**config.mk**
```make
export PLATFORM = sky130hd
export DESIGN_NAME = mul_pipe
export DESIGN_NICKNAME = d
export VERILOG_FILES = /design/src/rtl/mul_pipe.sv
export SDC_FILE = /design/constraint.sdc
export NUM_CORES = 2
export LEC_CHECK = 0
export CAP_MARGIN = 20
export CORE_UTILIZATION = 60
export CTS_CLUSTER_SIZE = 25
export DETAILED_ROUTE_END_ITERATION = 10
export PLACE_DENSITY = 0.89
export REMOVE_ABC_BUFFERS = 1
export SYNTH_ARGS = -nofsm -noshare
export SYNTH_HDL_FRONTEND = slang
export SYNTH_SLANG_ARGS = --single-unit
export TNS_END_PERCENT = 30
```
**constraint.sdc**
```tcl
create_clock -name clk -period 15.6 [get_ports clk]
set_input_delay 4.68 -clock clk [delete_from_list [all_inputs] [get_ports clk]]
set_output_delay 4.68 -clock clk [all_outputs]
set_load 0.005 [all_outputs]
```
**src/rtl/mul_pipe.sv**
```systemverilog
// mul_pipe: back-pressurable LAT-deep integer multiply/accumulate pipeline with flush and bubble-collapse.
// Optional perf counters (perf_ops, perf_stall) are enabled by defining MUL_PIPE_PERF_EN.

`ifndef LG_ROB_ENTRIES
`define LG_ROB_ENTRIES 6
`endif
`ifndef LG_PRF_ENTRIES
`define LG_PRF_ENTRIES 6
`endif
`ifndef LG_HILO_PRF_ENTRIES
`define LG_HILO_PRF_ENTRIES 2
`endif

module mul_pipe #(
  parameter int W      = 32,
  parameter int LAT    = 4,
  parameter int ROB_W  = `LG_ROB_ENTRIES,
  parameter int PRF_W  = `LG_PRF_ENTRIES,
  parameter int HILO_W = `LG_HILO_PRF_ENTRIES
) (
  input  logic              clk,
  input  logic              reset,
  input  logic              flush,
  input  logic              go,
  output logic              ready,
  input  logic              unsigned_mul,
  input  logic              is_mul,
  input  logic              is_madd,
  input  logic              is_msub,
  input  logic [W-1:0]      src_A,
  input  logic [W-1:0]      src_B,
  input  logic [2*W-1:0]    src_hilo,
  input  logic [ROB_W-1:0]  rob_ptr_in,
  input  logic [PRF_W-1:0]  gpr_prf_ptr_in,
  input  logic [HILO_W-1:0] hilo_prf_ptr_in,
  input  logic              wb_stall,
  output logic              complete,
  output logic [2*W-1:0]    y,
  output logic [ROB_W-1:0]  rob_ptr_out,
  output logic              gpr_prf_ptr_val_out,
  output logic [PRF_W-1:0]  gpr_prf_ptr_out,
  output logic              hilo_prf_ptr_val_out,
  output logic [HILO_W-1:0] hilo_prf_ptr_out
`ifdef MUL_PIPE_PERF_EN
  ,
  output logic [31:0]       perf_ops,
  output logic [31:0]       perf_stall
`endif
);

  typedef struct packed {
    logic [2*W-1:0]    prod;
    logic [2*W-1:0]    hilo;
    logic              madd;
    logic              msub;
    logic [ROB_W-1:0]  rob;
    logic [PRF_W-1:0]  gpr;
    logic [HILO_W-1:0] hptr;
    logic              gpr_val;
    logic              hilo_val;
  } stage_t;

  stage_t         stg [LAT];
  stage_t         in_stage;
  stage_t         head;
  logic [LAT-1:0] valid;
  logic [LAT-1:0] move;
  logic [LAT-1:0] load;

  // Sign- or zero-extend both operands to 2W so one multiplier serves both signednesses.
  logic [2*W-1:0] ext_a, ext_b;
  logic           sign_a, sign_b;

  always_comb begin
    // NOTE: every always_comb output gets a default first so no latch can be inferred.
    in_stage          = '0;
    sign_a            = !unsigned_mul && src_A[W-1];
    sign_b            = !unsigned_mul && src_B[W-1];
    ext_a             = {{W{sign_a}}, src_A};
    ext_b             = {{W{sign_b}}, src_B};
    in_stage.prod     = ext_a * ext_b;
    in_stage.hilo     = src_hilo;
    in_stage.madd     = is_madd;
    in_stage.msub     = is_msub;
    in_stage.rob      = rob_ptr_in;
    in_stage.gpr      = gpr_prf_ptr_in;
    in_stage.hptr     = hilo_prf_ptr_in;
    in_stage.gpr_val  = is_mul;
    in_stage.hilo_val = !is_mul;
  end

  // move[i]: stage i's contents leave this cycle. load[i]: stage i takes its predecessor,
  // which also lets an empty stage fill behind a stalled successor (bubble-collapse).
  logic m;
  always_comb begin
    move        = '0;
    m           = !wb_stall || !valid[LAT-1];
    move[LAT-1] = m;
    for (int i = LAT-2; i >= 0; i--) begin
      m       = m || !valid[i+1];
      move[i] = m;
    end
    load = move | ~valid;
  end

  assign ready = load[0];

  always_ff @(posedge clk) begin
    // NOTE: sequential state uses non-blocking assignments so every stage samples pre-edge values.
    if (reset) begin
      valid <= '0;
      // NOTE: data/tag registers are reset too, so outputs read as zero straight out of reset.
      for (int i = 0; i < LAT; i++) stg[i] <= '0;
    end else begin
      if (load[0]) begin
        stg[0]   <= in_stage;
        valid[0] <= go;
      end
      for (int i = 1; i < LAT; i++) begin
        if (load[i]) begin
          stg[i]   <= stg[i-1];
          valid[i] <= valid[i-1];
        end
      end
      if (flush) valid <= '0;
    end
  end

  assign head                 = stg[LAT-1];
  assign complete             = valid[LAT-1];
  assign rob_ptr_out          = head.rob;
  assign gpr_prf_ptr_val_out  = head.gpr_val;
  assign gpr_prf_ptr_out      = head.gpr;
  assign hilo_prf_ptr_val_out = head.hilo_val;
  assign hilo_prf_ptr_out     = head.hptr;

  // madd wins when both accumulate flags are set.
  always_comb begin
    if (head.madd)      y = head.prod + head.hilo;
    else if (head.msub) y = head.prod - head.hilo;
    else                y = head.prod;
  end

`ifdef MUL_PIPE_PERF_EN
  always_ff @(posedge clk) begin
    if (reset) begin
      perf_ops   <= '0;
      perf_stall <= '0;
    end else begin
      if (complete && !wb_stall) perf_ops   <= perf_ops + 32'd1;
      if (complete && wb_stall)  perf_stall <= perf_stall + 32'd1;
    end
  end
`endif

endmodule

```
==> flow_summary_export.csv <==
group,metric,value,unit
setup_path,r2r_slack,12420,ps
cts,cts_buffers,51,
setup_path,crit_required,16070,ps
floorplanning,core,0.112,mm²
synth,synth_edf_count,584,
synth,synth_warnings,0,
min_path,min_from,"valid[2]",
timing,fmax,0.0737,GHz
global_route,grt-ovfl-total,0,
timing,finalSetupViolCount,0,
cts,ctsHtreeMaxLevel,2,
timing,fin_crit_sh,87.0,%
final_layout,finalNonFillerCells,8335,
timing,rsz0062_at_grt,"no",
setup_path,reg2reg_depth,4,
cts,post_cts_resized,0,
setup_path,r2r_start,"valid[3]",
synth,yosysSeqAreaShare,25.9,%
global_route,grt_pass1_vias,52300,
detailed_routing,ant_nets,0,
final_layout,fillers,8093,
final_layout,drive_gt1_share,3.81,%
floorplanning,rows,123,
setup_path,cp-start-kind,"input port",
cts,cts_hold_buf,0,
floorplanning,dieHeight,339,µm
global_route,grt_max_degree,147,
final_layout,fin_util,65.2,%
min_path,holdPathStages,2,
cts,clk_path_buf_depth,3,
detailed_routing,vias,48900,
global_route,antenna_found_initial,3,
timing,post-route-min-period,13570,ps
setup_path,cpMaxStageDelayCell,"clkdlybuf4s50_1",
synth,yosysTopAreaCell,"fa_1",
synth,async_flop_share,0,%
setup_path,cp-end-kind,"flop",
synth,ys_types,95,
min_path,min-delay-path-class,"flop to flop",
setup_path,critPathMaxStageDelay,1190,ps
placement,placed_cells,8234,
timing,slew_headroom,20.7,%
synth,synth-seq-cells,588,
synth,netlist_area,0.0680,mm²
cts,clkSinkCount,588,
detailed_routing,first_pass_iters,9,
placement,port_buffers,232,
timing,hold_viol,0,
timing,fin_tns_setup,0,ps
placement,place.gp.congestion,1.00,
synth,syn_avg_cell_area,10.0,µm²
setup_path,crit_type,"input port to flop",
timing,setup_ws,2030,ps
setup_path,path_common_cell,"fa_1",
detailed_routing,wl_per_cell,21.7,µm
timing,drv_slew,0,
synth,synth_cells,6791,
setup_path,crit_fanout,20,
run_status,outcome,"completed",
cts,post-cts-setup-buffers,0,
cts,root_buffer,"clkbuf_16",
floorplanning,die_w,339,µm
timing,worstMarginPinSlew,1190,ps
synth,yosys.area.top_type_share,33.2,%
global_route,grt_pass1_wl,287000,µm
synth,yosys-top-cells-area,"fa_1 33%, edfxtp_1 26%, and2_1 8.2%, inv_1 6.9%, ha_1 6.2%",
cts,cts_tree,"yes",
final_layout,synthToLayoutAreaGrowth,7.90,%
global_route,grt_usage,32.1,%
detailed_routing,drt_iter0_markers,4791,
placement,hpwlAfterDp,142000,µm
final_layout,final_nets,8407,
detailed_routing,routed_via_density,5.87,
floorplanning,ios,233,
floorplanning,start_util,60.4,%
setup_path,worst_r2r_endpoint,"stg[2][79]",
detailed_routing,drc,0,
flow_run,drv_cap,0,
cts,clk_pin_slew,70,ps
setup_path,crit_arrival,14040,ps
placement,dpl_worst_slack,1560,ps
timing,finClkSkew,57.5,ps
cts,clk_latency,620,ps
floorplanning,dieArea,0.115,mm²
detailed_routing,wirelength,181000,µm
synth,synthFlopType,"edfxtp_1",
min_path,worstHoldEndpoint,"valid[3]",
## cells by family after synthesis
kind of cell / share of synthesized area, %
AND/OR/NAND/NOR: 16.3
AO/OA/AOI/OAI: 8.13
multiplexers: 0.0589
buffers and inverters: 9.30
flip-flops: 25.9
XOR/XNOR: 0.940
adder cells (fa/ha/maj): 39.4
## flip-flops by register name, indices dropped and copies added (netlist names)
name,cells
stg,584
valid,4
## critical path: cells and delay by family
family,cells,cell delay [ps]
adders and majority gates,9,4440
buffers and inverters,7,1890
and+or+nand+nor,6,1750
AOI/OAI and AO/OA,4,1240
## Yosys cell counts (16+ instances only)
cell,n
a221o_1,17
xor2_1,26
and2_1,890
nand2_1,798
buf_4,29
o21bai_1,50
o21ai_0,111
o21a_1,18
o22ai_1,51
nand3_1,39
o221ai_1,19
a21o_1,52
o211ai_1,16
a21oi_1,274
a211oi_1,19
nor4_1,19
ha_1,338
inv_1,1257
xnor2_1,47
buf_2,21
nor3_1,36
nor2_1,248
nand4_1,33
nor2b_1,23
nand2b_1,30
or2_2,16
clkbuf_1,321
a31oi_1,19
fa_1,1127
edfxtp_1,584
o31ai_1,21
## layout make-up
class | count | area [µm²] | area share (%)
diodes | 2 | 5.00 | 0.00682
repair buffers | 333 | 3130 | 4.26
multi-input cells | 4558 | 44100 | 60.1
clock buffers | 52 | 1280 | 1.74
well taps | 1500 | 1880 | 2.56
inverters | 1259 | 4730 | 6.44
flip-flops and latches | 588 | 17600 | 24.0
clock inverters | 43 | 616 | 0.839
## cell usage in the layout, fill, tap and decap left out, types with 11 or more instances in the layout
cell,Yosys,layout
ha_1,338,338
or3_1,15,15
a31oi_1,19,18
clkdlybuf4s50_1,0,224
o211ai_1,16,16
fa_1,1127,1127
o21a_1,18,18
nand2_1,798,797
a221o_1,17,17
and2_1,890,890
inv_1,1257,1257
xnor2_1,47,47
o21ai_0,111,111
o221ai_1,19,19
bufinv_16,0,12
o22ai_1,51,51
a21oi_1,274,272
xor2_1,26,26
nor2b_1,23,22
clkbuf_16,0,54
nor4_1,19,19
nand3_1,39,39
nor2_1,248,247
o31ai_1,21,21
nand4_1,33,33
edfxtp_1,584,584
a21o_1,52,52
or2_2,16,16
a211oi_1,19,19
buf_4,29,96
nor3_1,36,36
a22oi_1,12,12
and3_1,11,11
nand2b_1,30,28
o21bai_1,50,50
## per-layer routing
layer  part of all wire [%]  routed length (µm)  track usage (%)
met4                    5.2                9430             14.7
met1                     38               68600             41.7
met2                     47               84200             52.0
met3                     10               18600             6.62
met5                      0                   0                0
## per-stage QoR
stage,cell area (µm²),hold WS (ps)
after floorplan,66400,477
after global placement,71400,490
after detailed placement,71400,495
after CTS,73300,505
after global routing,73400,527
final,73400,507
## worst max-delay path by stage
| stage | slack, ps | cells past startpoint | from | end |
|---|---|---|---|---|
| 4_1_cts | 2210 | 30 | src_A[14] | stg[0][143] |
| 3_5_place_dp | 1560 | 28 | src_A[23] | stg[0][143] |
| 5_1_grt | 1740 | 29 | src_B[6] | stg[0][144] |
| 2_1_floorplan | 2860 | 28 | src_A[31] | stg[0][145] |
| 3_3_place_gp | 1720 | 26 | src_A[8] | stg[0][140] |
| 6_report | 2030 | 26 | src_A[8] | stg[0][144] |
Power is not shown: default switching activity piles up to over one toggle a cycle in this logic, so the estimate is an artifact.
